<file path="config.mk">
export PLATFORM = sky130hd
export DESIGN_NAME = counter_sequencer_flat
export DESIGN_NICKNAME = d
export VERILOG_FILES = /design/src/rtl/counter_sequencer_if.sv /design/src/rtl/counter_sequencer.sv /design/src/flat_wrapper.sv
export SDC_FILE = /design/constraint.sdc
export NUM_CORES = 1
export LEC_CHECK = 0
export CORE_MARGIN = 2
export CORE_UTILIZATION = 48
export DETAILED_ROUTE_END_ITERATION = 10
export MAX_ROUTING_LAYER = met4
export PLACE_DENSITY = 0.83
export SLEW_MARGIN = 20
export SYNTH_ARGS = -nofsm -noshare
export SYNTH_HDL_FRONTEND = slang
export SYNTH_SLANG_ARGS = --single-unit
export TNS_END_PERCENT = 20
</file>
<file path="constraint.sdc">
create_clock -name clock -period 3.85 [get_ports clock]
set_input_delay 0.77 -clock clock [delete_from_list [all_inputs] [get_ports clock]]
set_output_delay 0.77 -clock clock [all_outputs]
set_load 0.02 [all_outputs]
</file>
<file path="src/rtl/counter_sequencer_if.sv">
// Control and counter-side signals of the counter run sequencer.
// start is a level request sampled only in IDLE; there is no ready/ack, busy tells the caller when it is taken.
interface counter_sequencer_if #(
    parameter int WIDTH  = 4,
    parameter int PASS_W = 4
);
    logic              start;
    logic              stop;
    logic              hold;
    logic [WIDTH-1:0]  limit;
    logic [PASS_W-1:0] passes;
    logic [WIDTH-1:0]  count_in;
    logic              cnt_clr;
    logic              cnt_en;
    logic              busy;
    logic              done;
    logic [PASS_W-1:0] pass_cnt;
    logic [1:0]        state;

    modport master (
        output start, stop, hold, limit, passes, count_in,
        input  cnt_clr, cnt_en, busy, done, pass_cnt, state
    );

    modport slave (
        input  start, stop, hold, limit, passes, count_in,
        output cnt_clr, cnt_en, busy, done, pass_cnt, state
    );
endinterface

</file>
<file path="src/rtl/counter_sequencer.sv">
// Run controller for an external up-counter: sequences a number of 0..limit
// sweeps with hold and stop, reporting pass count, busy and a done pulse.
module counter_sequencer #(
    parameter int WIDTH  = 4,
    parameter int PASS_W = 4
) (
    input logic               clock,
    input logic               reset,
    counter_sequencer_if.slave bus
);
    typedef enum logic [1:0] {
        IDLE  = 2'b00,
        CLEAR = 2'b01,
        RUN   = 2'b10,
        PAUSE = 2'b11
    } state_t;

    state_t            state_q, state_d;
    logic [PASS_W-1:0] pass_cnt_q, pass_cnt_d;
    logic [WIDTH-1:0]  limit_q, limit_d;
    logic [PASS_W-1:0] passes_q, passes_d;
    logic              done_q, done_d;

    logic              terminal;
    logic [PASS_W-1:0] pass_next;

    assign terminal  = (bus.count_in == limit_q);
    assign pass_next = pass_cnt_q + PASS_W'(1);

    always_comb begin
        state_d    = state_q;
        pass_cnt_d = pass_cnt_q;
        limit_d    = limit_q;
        passes_d   = passes_q;
        done_d     = 1'b0;
        case (state_q)
            IDLE: begin
                if (bus.start) begin
                    limit_d    = bus.limit;
                    passes_d   = bus.passes;
                    pass_cnt_d = '0;
                    state_d    = CLEAR;
                end
            end
            CLEAR: begin
                state_d = bus.stop ? IDLE : RUN;
            end
            RUN: begin
                if (bus.stop) begin
                    state_d = IDLE;
                end else if (terminal) begin
                    pass_cnt_d = pass_next;
                    // passes_q == 0 means run until stopped; pass_cnt simply wraps.
                    if ((passes_q != '0) && (pass_next == passes_q)) begin
                        state_d = IDLE;
                        done_d  = 1'b1;
                    end else begin
                        state_d = CLEAR;
                    end
                end else if (bus.hold) begin
                    state_d = PAUSE;
                end
            end
            PAUSE: begin
                if (bus.stop) begin
                    state_d = IDLE;
                end else if (!bus.hold) begin
                    state_d = RUN;
                end
            end
        endcase
    end

    always_ff @(posedge clock or posedge reset) begin
        if (reset) begin
            state_q    <= IDLE;
            pass_cnt_q <= '0;
            limit_q    <= '0;
            passes_q   <= '0;
            done_q     <= 1'b0;
        end else begin
            state_q    <= state_d;
            pass_cnt_q <= pass_cnt_d;
            limit_q    <= limit_d;
            passes_q   <= passes_d;
            done_q     <= done_d;
        end
    end

    // Enable is gated by the terminal compare so the counter stops exactly at limit.
    assign bus.cnt_en   = (state_q == RUN) && !bus.stop && !bus.hold && !terminal;
    assign bus.cnt_clr  = (state_q == CLEAR);
    assign bus.busy     = (state_q != IDLE);
    assign bus.done     = done_q;
    assign bus.pass_cnt = pass_cnt_q;
    assign bus.state    = state_q;
endmodule

</file>
<file path="src/flat_wrapper.sv">
// flat-port wrapper written by rule: the top's interface ports become plain ports
module counter_sequencer_flat 
#(
    parameter int WIDTH  = 4,
    parameter int PASS_W = 4
)
  (clock, reset, bus_start, bus_stop, bus_hold, bus_limit, bus_passes, bus_count_in, bus_cnt_clr, bus_cnt_en, bus_busy, bus_done, bus_pass_cnt, bus_state);
  counter_sequencer_if #(.WIDTH(WIDTH), .PASS_W(PASS_W)) bus_i ();
  input logic clock;
  input logic reset;
  input wire logic [$bits(bus_i.start)-1:0] bus_start;
  input wire logic [$bits(bus_i.stop)-1:0] bus_stop;
  input wire logic [$bits(bus_i.hold)-1:0] bus_hold;
  input wire logic [$bits(bus_i.limit)-1:0] bus_limit;
  input wire logic [$bits(bus_i.passes)-1:0] bus_passes;
  input wire logic [$bits(bus_i.count_in)-1:0] bus_count_in;
  output wire logic [$bits(bus_i.cnt_clr)-1:0] bus_cnt_clr;
  output wire logic [$bits(bus_i.cnt_en)-1:0] bus_cnt_en;
  output wire logic [$bits(bus_i.busy)-1:0] bus_busy;
  output wire logic [$bits(bus_i.done)-1:0] bus_done;
  output wire logic [$bits(bus_i.pass_cnt)-1:0] bus_pass_cnt;
  output wire logic [$bits(bus_i.state)-1:0] bus_state;
  assign bus_i.start = bus_start;
  assign bus_i.stop = bus_stop;
  assign bus_i.hold = bus_hold;
  assign bus_i.limit = bus_limit;
  assign bus_i.passes = bus_passes;
  assign bus_i.count_in = bus_count_in;
  assign bus_cnt_clr = bus_i.cnt_clr;
  assign bus_cnt_en = bus_i.cnt_en;
  assign bus_busy = bus_i.busy;
  assign bus_done = bus_i.done;
  assign bus_pass_cnt = bus_i.pass_cnt;
  assign bus_state = bus_i.state;
  counter_sequencer #(.WIDTH(WIDTH), .PASS_W(PASS_W)) u_core (.clock(clock), .reset(reset), .bus(bus_i));
endmodule
</file>
==> out/metrics.cfg <==
[synth]
synth_cell_type_count = 35
ys_seq_area_frac = 0.4471
synth_nets = 94
postSynthAreaPerCell_sq_um = 11.05
syn_area_sq_um = 839.6
syn_inst = 76
yosys_register_bits = 15
ys_warn_count = 0

[detailed_routing]
wl_per_cell_um = 14.07
vias = 706
drc_errors = 0
drt-initial-drc-count = 17
routed_wl_um = 1703
top_layer = met4
met1_length_um = 790
wl_met2_um = 823
dr_wl_met3_um = 69
drt-pass1-iter-count = 4
antenna_left = 0
viasPerCell = 5.835

[hold_path]
hold_path_class = reg -> reg
min-delay-start = u_core.limit_q[0]

[power_and_ir_drop]
peakVddDrop_uv = 357.7
powerDensity_nw_per_um2 = 573.5
power_leakage_nw = 0.4464

[finish]
postLayoutCoreUtil = 0.6748
nNetsFinal = 123
layout_common_cells = clkdlybuf4s50_1, dfrtp_1, mux2_2, inv_1
area_growth_pct = 35.77
fillers = 132
final_common_cell = clkdlybuf4s50_1
final_cells = 121
drive_above_1_share = 0.1538
antenna_cells = 0

[clocking]
ctsHtreeMaxLevel = 1
cts_tree = done
ctsHoldBuffers = 0
cts_sinks = 15
cts_buffer_depth = 2
clkTransAtPathRegs_ns = 0.09
cts-resized-gates = 0
numCtsBuffers = 3
post_cts_buffers = 0
worstSkewPairLatency_ns = 0.28
cts_root_buf = clkbuf_4

[setup_path]
crit_required_ns = 3.08
critPathMaxFanout = 9
worstPathArrival_ns = 2.61
rr_worst_depth = 3
setup.worst_path.start = bus_count_in[0]
setup.worst_path.end = bus_cnt_en
crit_type = in -> out
crit_path_end_kind = output port
start_kind = input port
r2r_slack_ns = 2.07
timing.rr.start = u_core.bus.state[1]
reg2reg_to = u_core.limit_q[1]

[sta]
setup_tns_ns = 0
rsz0062_at_grt = no
setup_ws_ns = 0.4726
drv_slew = 0
skew_ns = 0.006239
finalCritPeriodShare = 0.8773
fin_crit_ns = 3.377
finalSetupViolCount = 0
relSlewSlack = 0.6350
finalHoldViolations = 0
worst_slew_pin_slew_ns = 0.5469
fmax_mhz = 296.1

[global_route]
antenna_found_initial = 0
grt_overflow = 0
grt_pass1_wl_um = 2904
grt_usage = 0.1995
grt_max_degree = 16
grt_pass1_vias = 637

[floorplanning]
io_pins = 27
row_count = 15
die_w_um = 45.82
fp.dieH_um = 45.82
die_area_sq_um = 2099
initial_core_util = 0.4970
coreArea_sq_um = 1689

[outcome]
run_status = completed

[placed_design]
placed_cells = 117
gp_congestion = 0.7763
detailed_place_hpwl_um = 1308
post-place-ws_ns = 0.4701
numPortBuffers = 26

[run]
max_cap_viol_count = 0

## worst min path at each step
stage | end | cells past startpoint
finish | u_core.limit_q[0] | 1
global route | u_core.limit_q[3] | 1
CTS | u_core.limit_q[0] | 1
detailed placement | u_core.limit_q[0] | 1
global placement | u_core.limit_q[0] | 1
floorplan | u_core.passes_q[2] | 1
## per-layer routing
layer,GRT usage,vias up
met5,-,-
met2,0.3014,24
met1,0.2693,337
met4,0.06857,0
li1,-,343
met3,0.03571,2
## critical path, cell delays in order
cell             delay [ns]
clkdlybuf4s50_1        0.42
xnor2_1                0.15
nand4_2                0.19
nor4b_1                0.32
and2_1                 0.18
clkdlybuf4s50_1        0.59
## stage by stage
stage                     hold WS [ns]   power, W  instance area (sq um)
final                           0.5349  0.0006537                   1140
after CTS                       0.5386  0.0006585                   1140
after floorplan                 0.4967  0.0004678                  839.6
after detailed placement        0.5228  0.0005679                   1112
after global placement          0.5151  0.0005582                   1112
after global routing            0.5537  0.0007029                   1140
## where the power goes
part | switching [W] | total [W] | internal (W)
clock | 0.0000503 | 0.0000888 | 0.0000385
combinational | 0.000134 | 0.000294 | 0.000160
sequential | 0.0000591 | 0.000271 | 0.000212
total | 0.000243 | 0.000654 | 0.000410
## final cells by class
cell class	count	area, sq um	share of cell area
multi-input cells	53	432.9	0.3798
flip-flops and latches	15	375.4	0.3293
repair buffers	26	260.3	0.2283
clock buffers	3	22.52	0.01976
inverters	6	22.52	0.01976
well taps	17	21.27	0.01866
clock inverters	1	5.005	0.004391
## synth_stat cells (all sizes together)
cell	count	share of area
and4	1	0.010
and2	1	0.0075
o311ai	2	0.021
a2111oi	1	0.018
nor2	2	0.012
nor3	2	0.012
o21ai	1	0.0060
xnor3	1	0.027
o211ai	5	0.045
a221o	1	0.012
a41oi	1	0.010
nand3	2	0.012
o311a	1	0.012
a21oi	1	0.0060
buf	2	0.010
a211oi	1	0.0089
or2	1	0.0075
mux2	7	0.094
xnor2	5	0.052
or3	4	0.036
o41ai	1	0.010
nor4b	1	0.010
nand4	1	0.015
a31oi	1	0.0075
ha	1	0.015
nor2b	1	0.0075
nand2	5	0.022
xor2	1	0.010
dfrtp	15	0.45
inv	6	0.027
o21bai	1	0.0089
## cells by family after synthesis
group,Yosys count,share of synthesized area
and+or+nand+nor,21,0.1520
AOI/OAI and AO/OA,17,0.1654
DFF,15,0.4471
buffers and inverters,8,0.03725
xor gates and xnor gates,7,0.08942
muxes,7,0.09389
adders and majority gates,1,0.01490
## sequential cells by signal, indices dropped and copies added, names as in the netlist
name                 count
u_core.bus.pass_cnt      4
u_core.bus.state         2
u_core.bus.done          1
u_core.passes_q          4
u_core.limit_q           4
Power figures use the tool's default switching activity.
==> patch 1, RTL diff (config.mk and constraints unchanged) <==
Make the reset (`reset`) synchronous in one clocked block.
--- a/src/rtl/counter_sequencer.sv
+++ b/src/rtl/counter_sequencer.sv
@@ -72,5 +72,5 @@
     end
 
-    always_ff @(posedge clock or posedge reset) begin
+    always_ff @(posedge clock) begin
         if (reset) begin
             state_q    <= IDLE;
Function: differs if reset is asserted again (counterexample within 4 cycles, from zero or initial values and one cycle with reset high); with reset held inactive, the same outputs for 10 cycles.
==> patch 1 against the original RTL <==
Cell area down 5.4%; routed wire length is 19% higher; via count grew 20%; die area fell by 3.1%; sequential cell count unchanged; synthesized area fell by 3.4%; worst setup slack lost 28 ps.
Power is not compared: it rests on default switching activity, and its combinational part moved more than twofold at a synthesized area within 25%.
==> patch 1: results (changes against the original RTL) <==
Final GP Congestion 0.8385 (+8.0%); first-pass GRT wire length 3.305 mm (+14%); post-synthesis cell type count 31 (-11%); hold_buf cts 0 (unchanged); met1 usage 26.37% (-0.56 points); post-cts resize count 0 (unchanged); diodes inserted 0 (unchanged); met2 Track Usage GR 38.29% (+8.1 points); Routed WL 2.025 mm (+19%); Net Count, Synth 119 (+27%); router iterations before antenna repair 4 (unchanged); H-tree levels 1 (unchanged); post-CTS setup buffers 0 (unchanged); total track usage 22.61% (+2.7 points); Worst path top cell family by delay buffers and inverters; Post-Route M1 WL 805 um (+1.9%); HP Class flip-flop to flip-flop; met2 WL 1.020 mm (+24%); # DRC 0 (unchanged); IO Port Bufs 26 (unchanged); internal power between 200 and 250 uW; met3 WL 155 um (+120%); Async SR Flop Fraction 0% (-100 points); M3 GR Usage 1.200% (-2.4 points); vias in the first global route 806 (+27%); clk buf depth 2 (unchanged); hpwl dp 1.436 mm (+9.8%); clk slew on worst S/H paths 80 ps; crit path max fanout 11 (+2); Slowest-stage cell, CP clkdlybuf4s50_1; Syn. warnings 0 (unchanged); Max stage delay on crit path 630 ps (+40 ps); DR iter-0 viols 24 (+7); Clock Tree Root clkbuf_4; post-synthesis sequential area ratio 37.04% (-7.7 points); Final nets 142 (+15%); clk_skew 2.258 ps (-3.982 ps); top routing layer used met4; layout cells sized above 1 7.317% (-8.1 points); Slew headroom 36.49% (-27 points); peak supply drop about 0.00022 V; Synth area leaders dfxtp_1 37%, a21oi_1 8.6%, nand2_1 7.4%; crit path DAT 2640 ps (+30 ps); largest net degree at the start of global routing 17 (+1); vias per inst 6.094 (+4.4%); P_leak 0.3710 nW; worst skew pair latency 280 ps (about the same); TritonCTS Buffers 3 (unchanged); Synth top cells by count 16 x nand2_1, 15 x dfxtp_1, 14 x a21oi_1; status completed
==> patch 1: cell type report <==
cell class                 instances  area, um^2
multi-input combinational         76       464.2
fill                             134       462.9
sequential                        15       300.3
timing repair buffer              26       260.3
clock buffer                       4       26.28
tap                               16       20.02
inverter                           2       7.507
==> patch 1: cells by family after synthesis <==
group                      share of synthesized area, %
DFF                                               37.04
adders and majority gates                         1.543
xor gates and xnor gates                          8.642
and+or+nand+nor                                   28.09
buffers and inverters                             5.709
AOI/OAI and AO/OA                                 18.98
==> patch 1: power by group through the flow <==
stage	registers [mW]	clock network (mW)	logic, mW
floorplan	0.172	0	0.0402
global placement	0.174	0	0.0681
detailed placement	0.174	0	0.0699
CTS	0.170	0.0926	0.0703
global route	0.172	0.100	0.0764
finish	0.171	0.0905	0.0705
==> patch 1: path summary, 6_finish.rpt <==
| path | start | to | slack, ps | cells past startpoint |
|---|---|---|---|---|
| max | bus_stop | bus_cnt_en | 440 | 4 |
| min | u_core.passes_q[3] | u_core.passes_q[3] | 480 | 2 |
| max reg2reg | u_core.limit_q[0] | u_core.bus.state[0] | 1880 | 4 |
| min reg2reg | u_core.passes_q[3] | u_core.passes_q[3] | 480 | 2 |
==> patch 1: per-stage QoR <==
| step | cells | cell area (um^2) | total power [mW] | hold WS [ps] | worst slack [ps] |
|---|---|---|---|---|---|
| floorplan | 101 | 810.8 | 0.2126 | 445.8 | 1220 |
| global placement | 135 | 1052 | 0.2417 | 457.1 | 519.3 |
| detailed placement | 135 | 1052 | 0.2439 | 459.3 | 479.9 |
| CTS | 139 | 1079 | 0.3332 | 474.0 | 473.9 |
| global route | 139 | 1079 | 0.3482 | 506.6 | 394.1 |
| finish | 139 | 1079 | 0.3316 | 479.9 | 444.3 |
==> patch 2, RTL diff (config.mk and constraints unchanged) <==
Without the edit above. `WIDTH` is set to 4 in 3 places; all go to 3.
--- a/src/rtl/counter_sequencer_if.sv
+++ b/src/rtl/counter_sequencer_if.sv
@@ -2,5 +2,5 @@
 // start is a level request sampled only in IDLE; there is no ready/ack, busy tells the caller when it is taken.
 interface counter_sequencer_if #(
-    parameter int WIDTH  = 4,
+    parameter int WIDTH  = 3,
     parameter int PASS_W = 4
 );
--- a/src/rtl/counter_sequencer.sv
+++ b/src/rtl/counter_sequencer.sv
@@ -2,5 +2,5 @@
 // sweeps with hold and stop, reporting pass count, busy and a done pulse.
 module counter_sequencer #(
-    parameter int WIDTH  = 4,
+    parameter int WIDTH  = 3,
     parameter int PASS_W = 4
 ) (
--- a/src/flat_wrapper.sv
+++ b/src/flat_wrapper.sv
@@ -2,5 +2,5 @@
 module counter_sequencer_flat 
 #(
-    parameter int WIDTH  = 4,
+    parameter int WIDTH  = 3,
     parameter int PASS_W = 4
 )
Ports: changed (resized bus_count_in and bus_limit); port bits go from 27 to 25. The function was not compared with the original's and may differ.
==> patch 2 against the original RTL <==
Sequential cell count decreased by 1; routed wire length decreased by 19%; first-iteration DRC count decreased by 71%; register-to-register slack improved by 220 ps; die area decreased by 11%; utilization increased by 2.1 points; synthesized area decreased by 12%; via count decreased by 21%; cell area decreased by 10%; non-clock buffer count decreased by 2; power decreased by 19%; clock power decreased by 6.0%; worst setup slack improved by 200 ps.
==> patch 2: results (changes against the original RTL) <==
vias per inst 5.447 (-6.7%); wire length per cell 13.45 um (-4.5%); total track usage 17.91% (-2.0 points); post-synthesis adder-cell area fraction 1.689% (+0.20 points); Slew headroom 63.80% (+0.29 points); diodes inserted 0 (unchanged); H-tree levels 1 (unchanged); post-synthesis mux area share 12.16% (+2.8 points); Final GP Congestion 0.7392 (-4.8%); Max stage delay on crit path 530 ps (-60 ps); first-pass GRT wire length 2.449 mm (-16%); clk_skew 3.745 ps (-2.495 ps); dpl ws 680.4 ps (+210.3 ps); Final nets 105 (-15%); Synth top cells by count 14 x dfrtp_1, 8 x mux2_2, 4 x xnor2_1; Net Count, Synth 76 (-19%); crit path max fanout 3 (-6); hpwl dp 1.083 mm (-17%); Mean Syn Cell Area 12.35 um^2 (+12%); vias in the first global route 557 (-13%); P_leak 0.4196 nW (-6.0%); cell count after placement 100 (-15%); DR iter-0 viols 5 (-12); DP Area 1001 um^2 (-10%); FILL cells 127 (-3.8%); status completed; post-synthesis sequential area ratio 47.30% (+2.6 points); Post-Synth XOR/XNOR Area 10.14% (+1.2 points); compound-gate portion of the synthesized area 8.108% (-8.4 points); router iterations before antenna repair 2 (-2); post-synthesis cell type count 25 (-29%); layout cells sized above 1 19.54% (+4.2 points); crit path DAT 2410 ps (-200 ps); IO Port Bufs 24 (-7.7%); largest net degree at the start of global routing 15 (-1); Synth area leaders dfrtp_1 47%, mux2_2 12%, nor3b_4 5.1%
[patch 2: cell count changes in the layout (fill, tap and decap cells not counted), sizes merged, moves of 2 or more]
cell,unedited run,this run
clkdlybuf4s50,26,24
inv,6,2
nand2,5,3
nor3b,0,5
o211ai,5,0
o311ai,2,0
or3,4,0
[patch 2: final cells by class]
class | instances | area [um^2] | share of cell area (%)
clock buffer | 3 | 22.52 | 2.200
inverter | 2 | 7.507 | 0.7335
multi-input combinational | 44 | 382.9 | 37.41
sequential | 14 | 350.3 | 34.23
tap | 16 | 20.02 | 1.956
timing repair buffer | 24 | 240.2 | 23.47
[patch 2: where the power goes]
part | internal [mW] | switching (mW) | total (mW)
Sequential | 0.187 | 0.0431 | 0.230
Combinational | 0.124 | 0.0912 | 0.215
Clock | 0.0363 | 0.0471 | 0.0835
[patch 2: path summary, 6_finish.rpt]
path | startpoint | to | slack (ps) | cells past startpoint
worst min-delay path | u_core.passes_q[3] | u_core.passes_q[3] | 530 | 1
worst min register to register | u_core.passes_q[3] | u_core.passes_q[3] | 530 | 1
max in group asynchronous | reset | u_core.passes_q[2] | 2670 | 2
worst max register to register | u_core.bus.state[0] | u_core.bus.pass_cnt[2] | 2290 | 3
min in group asynchronous | reset | u_core.limit_q[1] | 820 | 2
worst max-delay path | bus_count_in[1] | bus_cnt_en | 670 | 5
[patch 2: layer usage]
layer | wire length, um | global-route usage (%) | vias to the layer above
li1 | - | - | 269
met1 | 621 | 24.93 | 274
met2 | 687 | 27.16 | 16
met3 | 58 | 3.830 | 2
met4 | 17 | 3.636 | 0
met5 | 0 | - | -
